`config.mk`:
```
export PLATFORM = sky130hd
export DESIGN_NAME = rr_timeout_arbiter
export DESIGN_NICKNAME = d
export VERILOG_FILES = /design/src/rtl/rr_timeout_arbiter.sv
export SDC_FILE = /design/constraint.sdc
export NUM_CORES = 1
export LEC_CHECK = 0
export CAP_MARGIN = 20
export CORE_MARGIN = 2
export CORE_UTILIZATION = 31
export CTS_CLUSTER_SIZE = 20
export DETAILED_ROUTE_END_ITERATION = 7
export HOLD_SLACK_MARGIN = 0.05
export REMOVE_ABC_BUFFERS = 1
export SYNTH_ARGS = -nofsm -noshare
export SYNTH_HDL_FRONTEND = slang
export SYNTH_SLANG_ARGS = --single-unit
```
`constraint.sdc`:
```
create_clock -name clk -period 7.7 [get_ports clk]
set_clock_uncertainty 0.2 [all_clocks]
set_input_delay 1.54 -clock clk [delete_from_list [all_inputs] [get_ports clk]]
set_output_delay 1.54 -clock clk [all_outputs]
set_load 0.05 [all_outputs]
```
`src/rtl/rr_timeout_arbiter.sv`:
```
// Round-robin switch-allocator arbiter with a per-port grant timeout loaded from header flits.
// req/grant: a port asks by holding req; it owns the crossbar while grant is high, until it drops req or times out.
module rr_timeout_arbiter #(
    parameter int              N_PORTS   = 5,
    parameter int              LEN_W     = 12,
    parameter int              ID_W      = 3,
    parameter logic [ID_W-1:0] HEADER_ID = 3'b001
) (
    input  logic                       clk,
    input  logic                       rst,
    input  logic [N_PORTS-1:0]         req,
    input  logic [ID_W*N_PORTS-1:0]    flit_id,
    input  logic [LEN_W*N_PORTS-1:0]   length,
    output logic [N_PORTS:0]           nextstate,
    output logic [N_PORTS:0]           state,
    output logic [N_PORTS-1:0]         grant,
    output logic [N_PORTS-1:0]         timeout
);

    localparam int ST_W  = N_PORTS + 1;
    localparam int PTR_W = (N_PORTS > 1) ? $clog2(N_PORTS) : 1;
    localparam logic [ST_W-1:0] IDLE = ST_W'(1);

    logic [LEN_W-1:0]   cnt   [N_PORTS];
    logic [LEN_W-1:0]   limit [N_PORTS];
    logic [PTR_W-1:0]   lp;
    logic [N_PORTS-1:0] timesup;
    logic [N_PORTS-1:0] hold_vec;
    logic [N_PORTS-1:0] timeout_d;
    logic               state_valid;
    logic               hold;
    logic               search_hit;
    logic [PTR_W-1:0]   search_idx;
    logic [PTR_W-1:0]   probe_idx;

    assign grant       = state[N_PORTS:1];
    assign state_valid = (state != '0) && ((state & (state - ST_W'(1))) == '0);

    always_comb begin
        timesup   = '0;
        hold_vec  = '0;
        timeout_d = '0;
        for (int i = 0; i < N_PORTS; i++) begin
            timesup[i]   = (cnt[i] >= limit[i]);
            hold_vec[i]  = state_valid && state[i+1] && req[i] && !timesup[i];
            timeout_d[i] = state_valid && state[i+1] && req[i] && timesup[i];
        end
        hold = |hold_vec;
    end

    // The current owner is visited last, so it only wins again when nobody else is asking.
    always_comb begin
        search_hit = 1'b0;
        search_idx = '0;
        probe_idx  = '0;
        for (int k = 1; k <= N_PORTS; k++) begin
            probe_idx = PTR_W'((int'(lp) + k) % N_PORTS);
            if (!search_hit && req[probe_idx]) begin
                search_hit = 1'b1;
                search_idx = probe_idx;
            end
        end
    end

    always_comb begin
        nextstate = IDLE;
        if (!state_valid)
            nextstate = IDLE;
        else if (hold)
            nextstate = state;
        else if (search_hit)
            nextstate = ST_W'(2) << search_idx;
    end

    always_ff @(posedge clk) begin
        if (rst) begin
            state   <= IDLE;
            lp      <= PTR_W'(N_PORTS - 1);
            timeout <= '0;
            for (int i = 0; i < N_PORTS; i++) begin
                cnt[i]   <= '0;
                limit[i] <= '0;
            end
        end else begin
            state   <= nextstate;
            timeout <= timeout_d;
            if (state_valid && !hold && search_hit)
                lp <= search_idx;
            for (int i = 0; i < N_PORTS; i++) begin
                // A new header takes effect next cycle; timesup this cycle still sees the old limit.
                if (flit_id[i*ID_W +: ID_W] == HEADER_ID)
                    limit[i] <= length[i*LEN_W +: LEN_W];
                if (hold_vec[i])
                    cnt[i] <= (cnt[i] == {LEN_W{1'b1}}) ? cnt[i] : cnt[i] + LEN_W'(1);
                else
                    cnt[i] <= '0;
            end
        end
    end

endmodule

```
### Yosys cells after proc, flatten, opt, wreduce, memory -nomap -nowiden

Memory sizes are Yosys's and may differ from the RTL's.
Cells that the tools add are included.

* add/subtract/negate cells: 11
* div/mod/pow operators: 5
* $lt $le $gt $ge: 10
* equality and inequality tests: 10
* shift operators: 1
* muxes and demuxes: 90
* bitwise gates (word level): 16
* reduce and logical (&&, ||, !) cells: 40

Operators with widths (number)
* $mux W12: 20
* $mod A32 B4 Y32 const B: 5
* $add A12 B1 Y12 const B: 5
* $eq A12 B12 Y1 const B: 5
* $ge A12 B12 Y1: 5
* $mux W1: 57
* $logic_and A1 B1 Y1: 27
* $lt A3 B4 Y1 const B: 5
* $mux W6: 3
* $bmux W1 S3: 5
* $eq A3 B1 Y1 const B: 5
* $mux W3: 5
* $or A1 B1 Y1: 15
* $logic_not A1 Y1: 10
* $add A3 B2 Y4 const B: 2
* $add A3 B3 Y4 const B: 2
* $and A6 B6 Y6: 1
* $logic_not A6 Y1: 1
* $reduce_bool A6 Y1: 1
* $shl A2 B3 Y6 const A: 1
* $sub A6 B1 Y6 const B: 1
* $reduce_or A5 Y1: 1
* $add A3 B1 Y4 const B: 1

* flip-flop bits (word level): 14
* RAM bits: 120
* input bits: 82
* output and inout bits: 22
* word-level logic and storage cells: 188
* memories kept: 2

Memory list
* cnt: words 5, width 12, read ports 5, clocked after memory_dff 0, write ports 5, RTL line 24 `logic [LEN_W-1:0] cnt [N_PORTS];`
* limit: words 5, width 12, read ports 5, clocked after memory_dff 0, write ports 5, RTL line 25 `logic [LEN_W-1:0] limit [N_PORTS];`

### Longest topological paths before layout

Gate-level depths: netlist of run 1.

* depth after elaboration: 21
* gate-level depth with buffers: 19
* mapped depth without buffers: 17

### Worst setup path before layout of run 1

No wires, ideal clock.

* kind: reg2out
* start point: reg lp[0]
* end point: out nextstate[1]
* arrival time: 5.443 ns
* data required time: 5.960 ns
* slack: 0.517 ns
* stages on the path, launching flop included: 17
* buffers on the path: 1
* path through: dfxtp_1 -> buf_4 -> clkinv_1 -> ha_1 -> ha_1 -> nor4b_1 -> o31a_1 -> nor2_1 -> ha_1 -> nor2b_1 -> o31ai_1 -> nor3b_1 -> o32a_1 -> o21ai_0 -> a31o_2 -> nand3b_1 -> o31ai_1

* cells in the longest elaborated chain, start to end: 21
* elaborated cells between the ends (all ways): 42
* those cells by class: add/sub: 5; div: 5; shift: 1; mux: 23; reduce/logical: 8

Ends and longest elaborated chain
* from (decl): RTL line 26 `logic [PTR_W-1:0] lp;`
* from (signal assigned): RTL line 78 `lp <= PTR_W'(N_PORTS - 1);`
* from (signal assigned): RTL line 88 `lp <= search_idx;`
* $add A3 B1 Y4: RTL line 57 `probe_idx = PTR_W'((int'(lp) + k) % N_PORTS);`
* $mod A32 B4 Y32: RTL line 57
* $bmux W1 S3: RTL line 58 `if (!search_hit && req[probe_idx]) begin`
* $mux W1 (not written as such): RTL line 58
* $mux W1: RTL line 58
* $logic_not A1 Y1: RTL line 58
* $logic_and A1 B1 Y1: RTL line 58
* $mux W1: RTL line 58
* [5 not listed]
* $mux W1: RTL line 58
* $logic_not A1 Y1: RTL line 58
* $logic_and A1 B1 Y1: RTL line 58
* $mux W3: RTL line 58
* $shl A2 B3 Y6: RTL line 72 `nextstate = ST_W'(2) << search_idx;`
* $mux W6 (*): RTL line 71 `else if (search_hit)`
* $mux W6 (*): RTL line 69 `else if (hold)`
* $mux W6 (*): RTL line 67 `if (!state_valid)`
* to (decl): RTL line 14 `output logic [N_PORTS:0] nextstate,`

Every way passes the cells marked *; elsewhere a longest branch is shown, timed or not. The select of a mux whose other input is x is not followed.

### Worst setup path in the final report of run 1

Same ends and word-level chain as after synthesis.

==> results of run 1 <==
[synth_stat cells, drive strengths merged (4+ instances only)]
cell type	instances	area share [%]
a2111oi	5	0.49
a211oi	6	0.49
a21boi	4	0.32
a21o	15	1.2
a21oi	32	1.7
a31oi	5	0.41
and2	66	4.5
and3	14	0.95
buf	13	0.90
clkbuf	26	1.1
dfxtp	26	5.6
edfxtp	108	35
ha	91	12
inv	82	3.3
mux2i	16	1.7
mux4	5	1.2
nand2	58	2.4
nand2b	16	1.1
nand3	26	1.4
nand3b	4	0.32
nand4	15	1.0
nor2	91	3.7
nor2b	6	0.41
nor3	17	0.92
nor3b	9	0.73
nor4	7	0.63
o2111ai	6	0.57
o211a	6	0.65
o211ai	7	0.57
o21a	7	0.57
o21ai	32	1.7
o22ai	5	0.41
o31ai	7	0.57
or2	11	0.74
or3	8	0.54
xnor2	23	2.2
xor2	32	3.0
[area by class of cell]
class                           count  area share (%)
Inverter                           84            2.78
Tap cell                          390            4.30
Multi-Input combinational cell    698            44.6
Sequential cell                   134            33.2
Clock buffer                       17            3.75
Timing Repair Buffer              112            10.1
Clock inverter                     15            1.33
[final timing paths]
path                   from      endpoint  slack [ns]  cells past startpoint
setup / recovery      lp[0]  nextstate[1]        0.47                     18
hold / removal    cnt[4][7]     cnt[4][7]        0.32                      2
setup reg to reg      lp[0]      state[0]        2.62                     17
hold reg to reg   cnt[4][7]     cnt[4][7]        0.32                      2
[registers in the layout, summed over array words and instances, names as in the netlist]
| register | flops |
|---|---|
| cnt | 60 |
| limit | 60 |
| state | 6 |
| timeout | 5 |
| lp | 3 |
[report_power, final]
part           switching (mW)  internal [mW]  total [mW]
sequential             0.0389          0.830       0.869
clock                   0.319          0.477       0.796
combinational            1.11          0.799        1.91
total                    1.47           2.11        3.57
[worst reg2reg max path, delay by kind of cell, from the launching register on]
family / cells / cell delay (ns)
buffers and inverters: 3 / 0.76
AND/OR/NAND/NOR: 6 / 1.78
XOR/XNOR: 1 / 0.52
flip-flops: 1 / 0.34
adder cells (fa/ha/maj): 2 / 0.65
AO/OA/AOI/OAI: 5 / 0.76
[metrics by stage]
step / TNS (ns) / hold slack [ns] / util (%)
after floorplan: -0.529 / 0.270 / -
after global placement: 0 / 0.297 / 36.3
after detailed placement: 0 / 0.316 / 36.3
after CTS: 0 / 0.327 / 38.3
after global routing: 0 / 0.353 / 38.4
final: 0 / 0.323 / 38.4
[per-layer routing]
layer | part of all wire (%) | track usage, %
met2 | 48 | 23.9
met3 | 3.3 | 2.64
met4 | 1.9 | 5.20
met1 | 47 | 18.8
met5 | 0 | 0
[cells by family after synthesis]
logic type | count (synthesis)
simple gates | 362
compound gates | 167
xor+xnor | 55
buf+inv | 123
fa+ha+maj | 92
mux | 22
flops | 134
[what timing repair did]
action	in CTS	in global routing
hold buffers	0	0
resized for setup	2	6
endpoints found under the setup margin	4	4
==> metrics.txt, run 1 <==
status finished clean; Pleak about 4.5 nW; final count of pins violating max slew 0; ys flop type edfxtp_1; Compound-Gate Fraction of Synth Area between 10% and 20%; largest net degree at the start of global routing 61; post-route antenna net violation count 0; first-pass iteration count of the detailed router 5; Multi-input gate area between 5000 and 6000 sq um; CP Max Fanout 32; Post-Place Cells between 1000 and 1500; Root Buffer clkbuf_16; worst vdd ir about 0.00018 V; crit path kind register to output port; Synth async-reset ratio 0%; Worst-Margin Slew 0.761 ns; first-pass GRT wire length 35600 um; Final Hold Fails 0; most common library cell in the layout ignoring fill and taps edfxtp_1; Req. time, crit path around 6.0 ns; Post-Synthesis Cells about 960; fin crit period roughly 7.2 ns; HPWL Detailed about 16000 um; mean area per synthesized cell ~9.7 sq um; Worst path top cell family by delay compound AO/OA/AOI/OAI gates; Crit path buffers/inverters 4; wire per inst approximately 15 um; Top Ports 104; chip height roughly 180 um; I/O Buffers approximately 100; CTS Buf Count 17; Crit path arrival time roughly 5.5 ns; Crit. End Element output port; Bufs on Longest Clock Path 2; Critical Path Start Type register; post-route cell area ~11000 sq um; FF+latch count, synth 134; clock sink total approximately 130; initial antenna violation count 0; DRC viols 0; most frequent cells in the layout 108 x edfxtp_1, 97 x clkdlybuf4s50_1, 91 x nor2_1; Synth Warn # 0; diode count 0; Final setup viols 0; Avg Vias per Cell 4.94; Remaining Overflow, GRT 0; vias in the first global route 7091; vias post-DR 7160; Synth Area in Simple Gates between 20% and 30%; # rows between 60 and 70; Clk Latency, worst-skew pair 0.42 ns; die area roughly 31000 sq um; Post-Synth XOR/XNOR Area under 10%; slowest CP cell or4_1; Placed Instance Area 10700 sq um; pwr/cell area about 310 nW/um^2; Mapped Area approximately 9300 sq um; postcts setup bufs 0; RSZ-0062 raised after global routing false; GRT Overall Usage 14.4%; Setup WS post-layout roughly 0.47 ns; Synth Area in Adders approximately an eighth; Core Area just under 30000 sq um; EDFF count, synth about 110; proportion of synthesized area in mux cells a little over 3%; GPL Wtd Cong between 0.8 and 0.9; layout cell share with drive strength beyond 1 under 10%; cells along the critical path buf_4, clkinv_1, buf_4, ha_1, xnor2_1, o211a_1, a21oi_1, ha_1, or4_1, a21oi_1, a221o_1, o211ai_1, a2111oi_0, a211o_1, a31o_2, nand3b_1, o31ai_1, buf_12; Worst path max stage delay 0.54 ns; worst hold path class register to register; main combinational cell family by area after synthesis simple AND/OR/NAND/NOR gates; Routed WL about 22000 um; P&R area growth vs syn 22.5%; NumNets Final about 1200; count of cell types in the netlist 74; Design Power about 3.6 mW; Rel. slew slack between 40 and 50%; Seq/Total Area, Yosys 40.6%; Storage cell area between 3000 and 4000 sq um; Max-cap violations 0; Max Freq 138 MHz; Tcrit/Tclk final 94.0%; dpl ws 0.146 ns; Final Non-Filler Cells roughly 1500; 1st-iter DRT viols around 310; Clk pin slew, worst setup/hold paths about 0.060 ns; Starting Density between 30% and 40%; CTS tree built; Die Width roughly 180 um; H-tree Lvls 4; fillers 2921
Power figures use the tool's default switching activity.
==> run 2, diff against run 1 <==
--- a/config.mk
+++ b/config.mk
@@ -8,8 +8,10 @@
 export CAP_MARGIN = 20
 export CORE_MARGIN = 2
 export CORE_UTILIZATION = 31
+export CTS_BUF_LIST = sky130_fd_sc_hd__clkbuf_8
 export CTS_CLUSTER_SIZE = 20
 export DETAILED_ROUTE_END_ITERATION = 7
+export GPL_ROUTABILITY_DRIVEN = 0
 export HOLD_SLACK_MARGIN = 0.05
 export REMOVE_ABC_BUFFERS = 1
 export SYNTH_ARGS = -nofsm -noshare
==> run 2 against run 1 <==
Critical path depth shrank 1. Via count grew 0.22%. Fmax shrank 0.87%. Register-to-register slack lost 0.05 ns. First-iteration DRC count is the same. Combinational power is essentially flat. Sequential cell count is the same. Sequential power is essentially flat. Setup slack lost 0.063 ns. Final area shrank 1.7%. Final cell count is the same. Routed wire length is essentially flat. Largest power group unchanged.
==> metrics.txt, run 2 (same netlist as run 1, synthesis figures left out) <==
Regs by FF count cnt: 60 flops, limit: 60 flops, state: 6 flops; first-pass GRT wire length 35400 um (-0.43%); HPWL Detailed 16400 um (unchanged); most frequent cells in the layout 108 x edfxtp_1, 97 x clkdlybuf4s50_1, 91 x nor2_1; cell count of the worst reg-to-reg path 16 (-1); post-route cell area 11200 sq um (-1.7%); Final setup viols 0 (unchanged); cells along the critical path inv_1, ha_1, o21a_1, a21oi_1, xnor2_1, ha_1, fa_1, a21bo_2, nor3_1, a2bb2oi_1, nand3_1, nor4_4, a31oi_1, a22oi_2, nand2_1, o22ai_2, buf_12; Crit path buffers/inverters 2 (-2); post-route antenna net violation count 0 (unchanged); met1 Use GR 18.6% (-0.17 points); Design Power 3.36 mW (-6.0%); Final Non-Filler Cells 1450 (unchanged); NumNets Final 1221 (unchanged); Bufs on Longest Clock Path 2 (unchanged); crit path kind register to output port; GRT met3 Usage 2.36% (-0.28 points); R2R Setup Slk 2.57 ns (-0.05 ns); Reg2Reg Launch Point lp[1]; Avg Vias per Cell 4.95 (+0.22%); P&R area growth vs syn 20.4%; clock sink total 134 (unchanged); grt met2 use 24.1% (+0.18 points); GR peak layer met2; Max Freq 137 MHz (-0.87%); Post-Route Utilization 37.7% (-0.66 points); WP depth 17 (-1); die area 31300 sq um (unchanged); worst vdd ir 0.000184 V (about the same); Worst path max stage delay 0.56 ns (+0.02 ns); vias in the first global route 7058 (-0.47%); Starting Density 31.3% (unchanged); r2r endpoint state[0]; most common library cell in the layout ignoring fill and taps edfxtp_1; status finished clean; CP most frequent cell ha_1; final count of pins violating max slew 0 (unchanged); fin crit period 7.30 ns (+0.0632 ns); CTS Buf Count 17 (unchanged); initial antenna violation count 0 (unchanged); wire per inst 15.0 um (about the same); pwr/cell area 301 nW/um^2 (-4.4%); CP Max Fanout 10 (-69%); Rel. slew slack 48.6% (-0.30 points); DRC viols 0 (unchanged); Crit. End Element output port; 1st-iter DRT viols 311 (unchanged); Clk pin slew, worst setup/hold paths 0.08 ns (+0.02 ns); Worst path top cell family by delay compound AO/OA/AOI/OAI gates; CTS tree built; Final Hold Fails 0 (unchanged); Critical Path Sink nextstate[2]; diode count 0 (unchanged); chip height 177 um (unchanged); Max-cap violations 0 (unchanged); postcts setup bufs 0 (unchanged); # rows 63 (unchanged); Top Ports 104 (unchanged); first-pass iteration count of the detailed router 4 (-1); Crit path arrival time 5.56 ns (+0.07 ns); Placed Instance Area 10700 sq um (unchanged); Worst-Margin Slew 0.763 ns (+0.00105 ns); Critical Path Start Type register; Core Area 29600 sq um (unchanged); Tcrit/Tclk final 94.8% (+0.82 points); Hold Worst Slack 0.324 ns (+0.00120 ns); layout cell share with drive strength beyond 1 7.26% (-0.094 points); slowest CP cell dfxtp_1; worst hold path class register to register; vias post-DR 7176 (+0.22%); Pleak 4.46 nW (-1.9%); Hold Path Stages 2 (unchanged); Post-Place Cells 1418 (unchanged); Clk Latency, worst-skew pair 0.46 ns (+0.04 ns); Root Buffer clkbuf_8; I/O Buffers 103 (unchanged); H-tree Lvls 4 (unchanged); RSZ-0062 raised after global routing false; Die Width 177 um (unchanged); crit path launch lp[1]; Req. time, crit path 5.96 ns (about the same); largest net degree at the start of global routing 61 (unchanged); GRT Overall Usage 14.4% (-0.050 points); Remaining Overflow, GRT 0 (unchanged); Routed WL 21800 um (about the same)
[run 2: cell types whose count changed in the layout (fill, tap and decap cells not counted)]
cell | previous run | this run
clkbuf_8 | 0 | 17
nor3_2 | 1 | 0
nor3_1 | 16 | 17
clkbuf_16 | 17 | 0
[run 2: what timing repair did]
item / 4_1_cts / 5_1_grt
hold buffers: 0 / 0
pin swaps: 0 / 0
endpoints found under the setup margin: 5 / 4
resized for setup: 2 / 5
[run 2: stage by stage]
step	setup WS [ns]	TNS, ns
2_1_floorplan	-0.391	-0.529
3_3_place_gp	0.427	0
3_5_place_dp	0.146	0
4_1_cts	0.123	0
5_1_grt	0.00344	0
6_report	0.402	0
[run 2: how the worst min path moves through the flow]
stage	from	slack, ns	endpoint
final	cnt[4][7]	0.32	cnt[4][7]
after global routing	cnt[4][11]	0.36	cnt[4][11]
after CTS	cnt[4][7]	0.33	cnt[4][7]
after detailed placement	cnt[4][7]	0.32	cnt[4][7]
after global placement	cnt[4][7]	0.30	cnt[4][7]
after floorplan	cnt[4][7]	0.27	cnt[4][7]
[run 2: where the power goes]
group	internal, mW	switching [mW]	leakage (nW)	total [mW]
clock network	0.288	0.293	0.183	0.581
logic	0.798	1.11	2.88	1.91
registers	0.828	0.0388	1.39	0.867
[run 2: layout make-up]
type                            count  area [sq um]
Clock buffer                       17           234
Timing Repair Buffer              112          1150
Inverter                           84           315
Tap cell                          390           488
Fill cell                        2950         18400
Clock inverter                     15           151
Sequential cell                   134          3760
Multi-Input combinational cell    698          5050
[run 2: metal layers]
layer,vias to the layer above,wire [um]
met1,3396,10200
met4,0,388
met2,158,10400
met3,35,764
li1,3587,-
met5,-,0
[run 2: worst register-to-register path: cells and delay by family (launching register included)]
kind,cells,cell delay [ns]
xor gates and xnor gates,1,0.19
and+or+nand+nor,7,2.01
AOI/OAI and AO/OA,4,1.06
adders and majority gates,3,0.81
DFF,1,0.56
buffers and inverters,1,0.25
==> run 3, diff against run 2 <==
--- a/config.mk
+++ b/config.mk
@@ -7,7 +7,7 @@
 export LEC_CHECK = 0
 export CAP_MARGIN = 20
 export CORE_MARGIN = 2
-export CORE_UTILIZATION = 31
+export CORE_UTILIZATION = 29
 export CTS_BUF_LIST = sky130_fd_sc_hd__clkbuf_8
 export CTS_CLUSTER_SIZE = 20
 export DETAILED_ROUTE_END_ITERATION = 7
==> run 3 against run 2 <==
Register-to-register slack improved by 0.11 ns. Sequential share of layout area shrank 0.15 points. Critical path type unchanged. Global-route usage fell by 1.0 points. Fmax grew 0.97%. Largest cell class unchanged. Sequential power up 0.8%. Worst hold slack worse by 0.0039 ns. Sequential cell count stayed put.
==> metrics.txt, run 3 (same netlist as run 1, synthesis figures left out) <==
most frequent cells in the layout 108 x edfxtp_1, 97 x clkdlybuf4s50_1, 91 x nor2_1; die area 33400 sq um (+6.7%); met3 WL 694 um (-9.2%); Starting Density 29.4% (-1.9 points); combinational power share 56.0% (-0.9 points); # rows 65 (+3.2%); initial antenna violation count 0 (unchanged); Metal-1 WL 10700 um (+5.0%); highest metal used met4; status finished clean; I/O Buffers 103 (unchanged); Multi-input gate area 5050 sq um (-0.15%); worst hold path class register to register; CP Max Fanout 11 (+1); crit path kind register to output port; GRT Overall Usage 13.3% (-1.0 points); NumNets Final 1223 (+0.16%); Net Switching 1.45 mW (+0.46%); Critical Path Start Type register; Max-cap violations 0 (unchanged); clock share of power 18.4% (+1.1 points); Worst path top cell family by delay compound AO/OA/AOI/OAI gates; post-route antenna net violation count 0 (unchanged); most common library cell in the layout ignoring fill and taps edfxtp_1; Reg power frac 25.6% (-0.2 points); WP depth 17 (unchanged); final count of pins violating max slew 0 (unchanged); HPWL Detailed 16500 um (+0.54%); Final Hold Fails 0 (unchanged); Rel. slew slack 48.0% (-0.59 points); slowest CP cell dfxtp_1; Clk Latency, worst-skew pair 0.44 ns (-0.02 ns); pwr/cell area 305 nW/um^2 (+1.2%); RSZ-0062 raised after global routing false; Post-Route Utilization 35.6% (-2.1 points); fillers 3104 (+5.2%); Pleak 4.49 nW (+0.65%); Crit path buffers/inverters 2 (unchanged); Root Buffer clkbuf_8; vias in the first global route 6923 (-1.9%); Hold Path Stages 2 (unchanged); H-tree Lvls 4 (unchanged); first-pass GRT wire length 35400 um (-0.16%); Remaining Overflow, GRT 0 (unchanged); Max Freq 138 MHz (+0.97%); Routed WL 21700 um (-0.26%); Storage cell area 3760 sq um (unchanged); fin crit period 7.23 ns (-0.0702 ns); Bufs on Longest Clock Path 2 (unchanged); first-pass iteration count of the detailed router 5 (+1); layout cell share with drive strength beyond 1 7.45% (+0.18 points); worst vdd ir 0.000297 V (+61%); CTS Hold Bufs 0 (unchanged); Req. time, crit path 5.96 ns (about the same); Regs by FF count cnt: 60 flops, limit: 60 flops, state: 6 flops; wire per inst 14.8 um (-1.2%); 1st-iter DRT viols 396 (+27%); clock sink total 134 (unchanged); cell count of the worst reg-to-reg path 16 (unchanged); Core Area 31500 sq um (+6.5%); Sw Share 42.5% (-0.48 points); Final setup viols 0 (unchanged); DRC viols 0 (unchanged); Die Width 183 um (+3.3%); Clk pin slew, worst setup/hold paths 0.09 ns (about the same); vias post-DR 7129 (-0.65%); cells along the critical path inv_1, ha_2, ha_1, nor4b_2, nor4_1, nor2_1, ha_1, nor2b_1, o31ai_2, mux2i_1, o32a_1, nor4_1, o21ai_0, a22oi_2, nand3b_1, a21oi_1, buf_12; Worst-Margin Slew 0.778 ns (+0.0153 ns); post-route cell area 11200 sq um (+0.44%); internal power 1.96 mW (+2.5%); CTS tree built; Worst path max stage delay 0.56 ns (about the same); Top Ports 104 (unchanged); chip height 183 um (+3.3%); P&R area growth vs syn 20.9%; Placed Instance Area 10800 sq um (+0.28%); Crit path arrival time 5.49 ns (-0.07 ns); largest net degree at the start of global routing 61 (unchanged); wire length on met2 10200 um (-2.5%); Crit. End Element output port; Tcrit/Tclk final 93.9% (-0.91 points); CTS Buf Count 17 (unchanged); Avg Vias per Cell 4.87 (-1.6%)
run 3: worst register-to-register path: cells and delay by family (launching register included):
| family | cells | cell delay [ns] |
|---|---|---|
| AND/OR/NAND/NOR | 6 | 1.18 |
| buffers and inverters | 1 | 0.26 |
| AO/OA/AOI/OAI | 5 | 1.31 |
| adder cells (fa/ha/maj) | 3 | 1.07 |
| multiplexers | 1 | 0.36 |
| flip-flops | 1 | 0.56 |
run 3: stage by stage:
stage	cells	power [mW]	setup slack, ns	hold slack [ns]	TNS (ns)
after global placement	1432	2.76	0.851	0.294	0
after CTS	1463	3.42	0.0642	0.330	0
after floorplan	916	2.14	-0.391	0.270	-0.529
final	1464	3.41	0.472	0.320	0
after global routing	1463	3.65	0.00446	0.370	0
after detailed placement	1432	2.78	0.593	0.312	0
run 3: routing by layer:
| layer | vias up | global-route usage, % |
|---|---|---|
| met1 | 3367 | 18.5 |
| met5 | - | 0 |
| met2 | 151 | 21.7 |
| met3 | 11 | 2.24 |
| li1 | 3600 | - |
| met4 | 0 | 3.23 |
run 3: cell type report:
type	instances	share of cell area (%)
clock buffers	17	2.09
clock inverters	14	1.56
diodes	1	0.0223
repair buffers	114	10.4
flip-flops and latches	134	33.6
inverters	84	2.81
well taps	402	4.49
multi-input cells	698	45.0
run 3: repair_timing:
action,CTS,global route
setup buffers,0,0
endpoints found under the setup margin,0,6
resized for setup,0,7
run 3: worst paths after layout:
| check | slack, ns | end | startpoint |
|---|---|---|---|
| setup / recovery | 0.47 | nextstate[3] | lp[1] |
| hold / removal | 0.32 | cnt[4][7] | cnt[4][7] |
| setup reg to reg | 2.68 | state[3] | lp[1] |
| hold reg to reg | 0.32 | cnt[4][7] | cnt[4][7] |
run 3: power by group through the flow:
stage | Clock (mW) | Sequential, mW | Combinational (mW)
floorplan | 0 | 0.918 | 1.22
global placement | 0 | 0.887 | 1.87
detailed placement | 0 | 0.890 | 1.89
CTS | 0.645 | 0.873 | 1.90
global route | 0.682 | 0.880 | 2.08
finish | 0.629 | 0.874 | 1.91
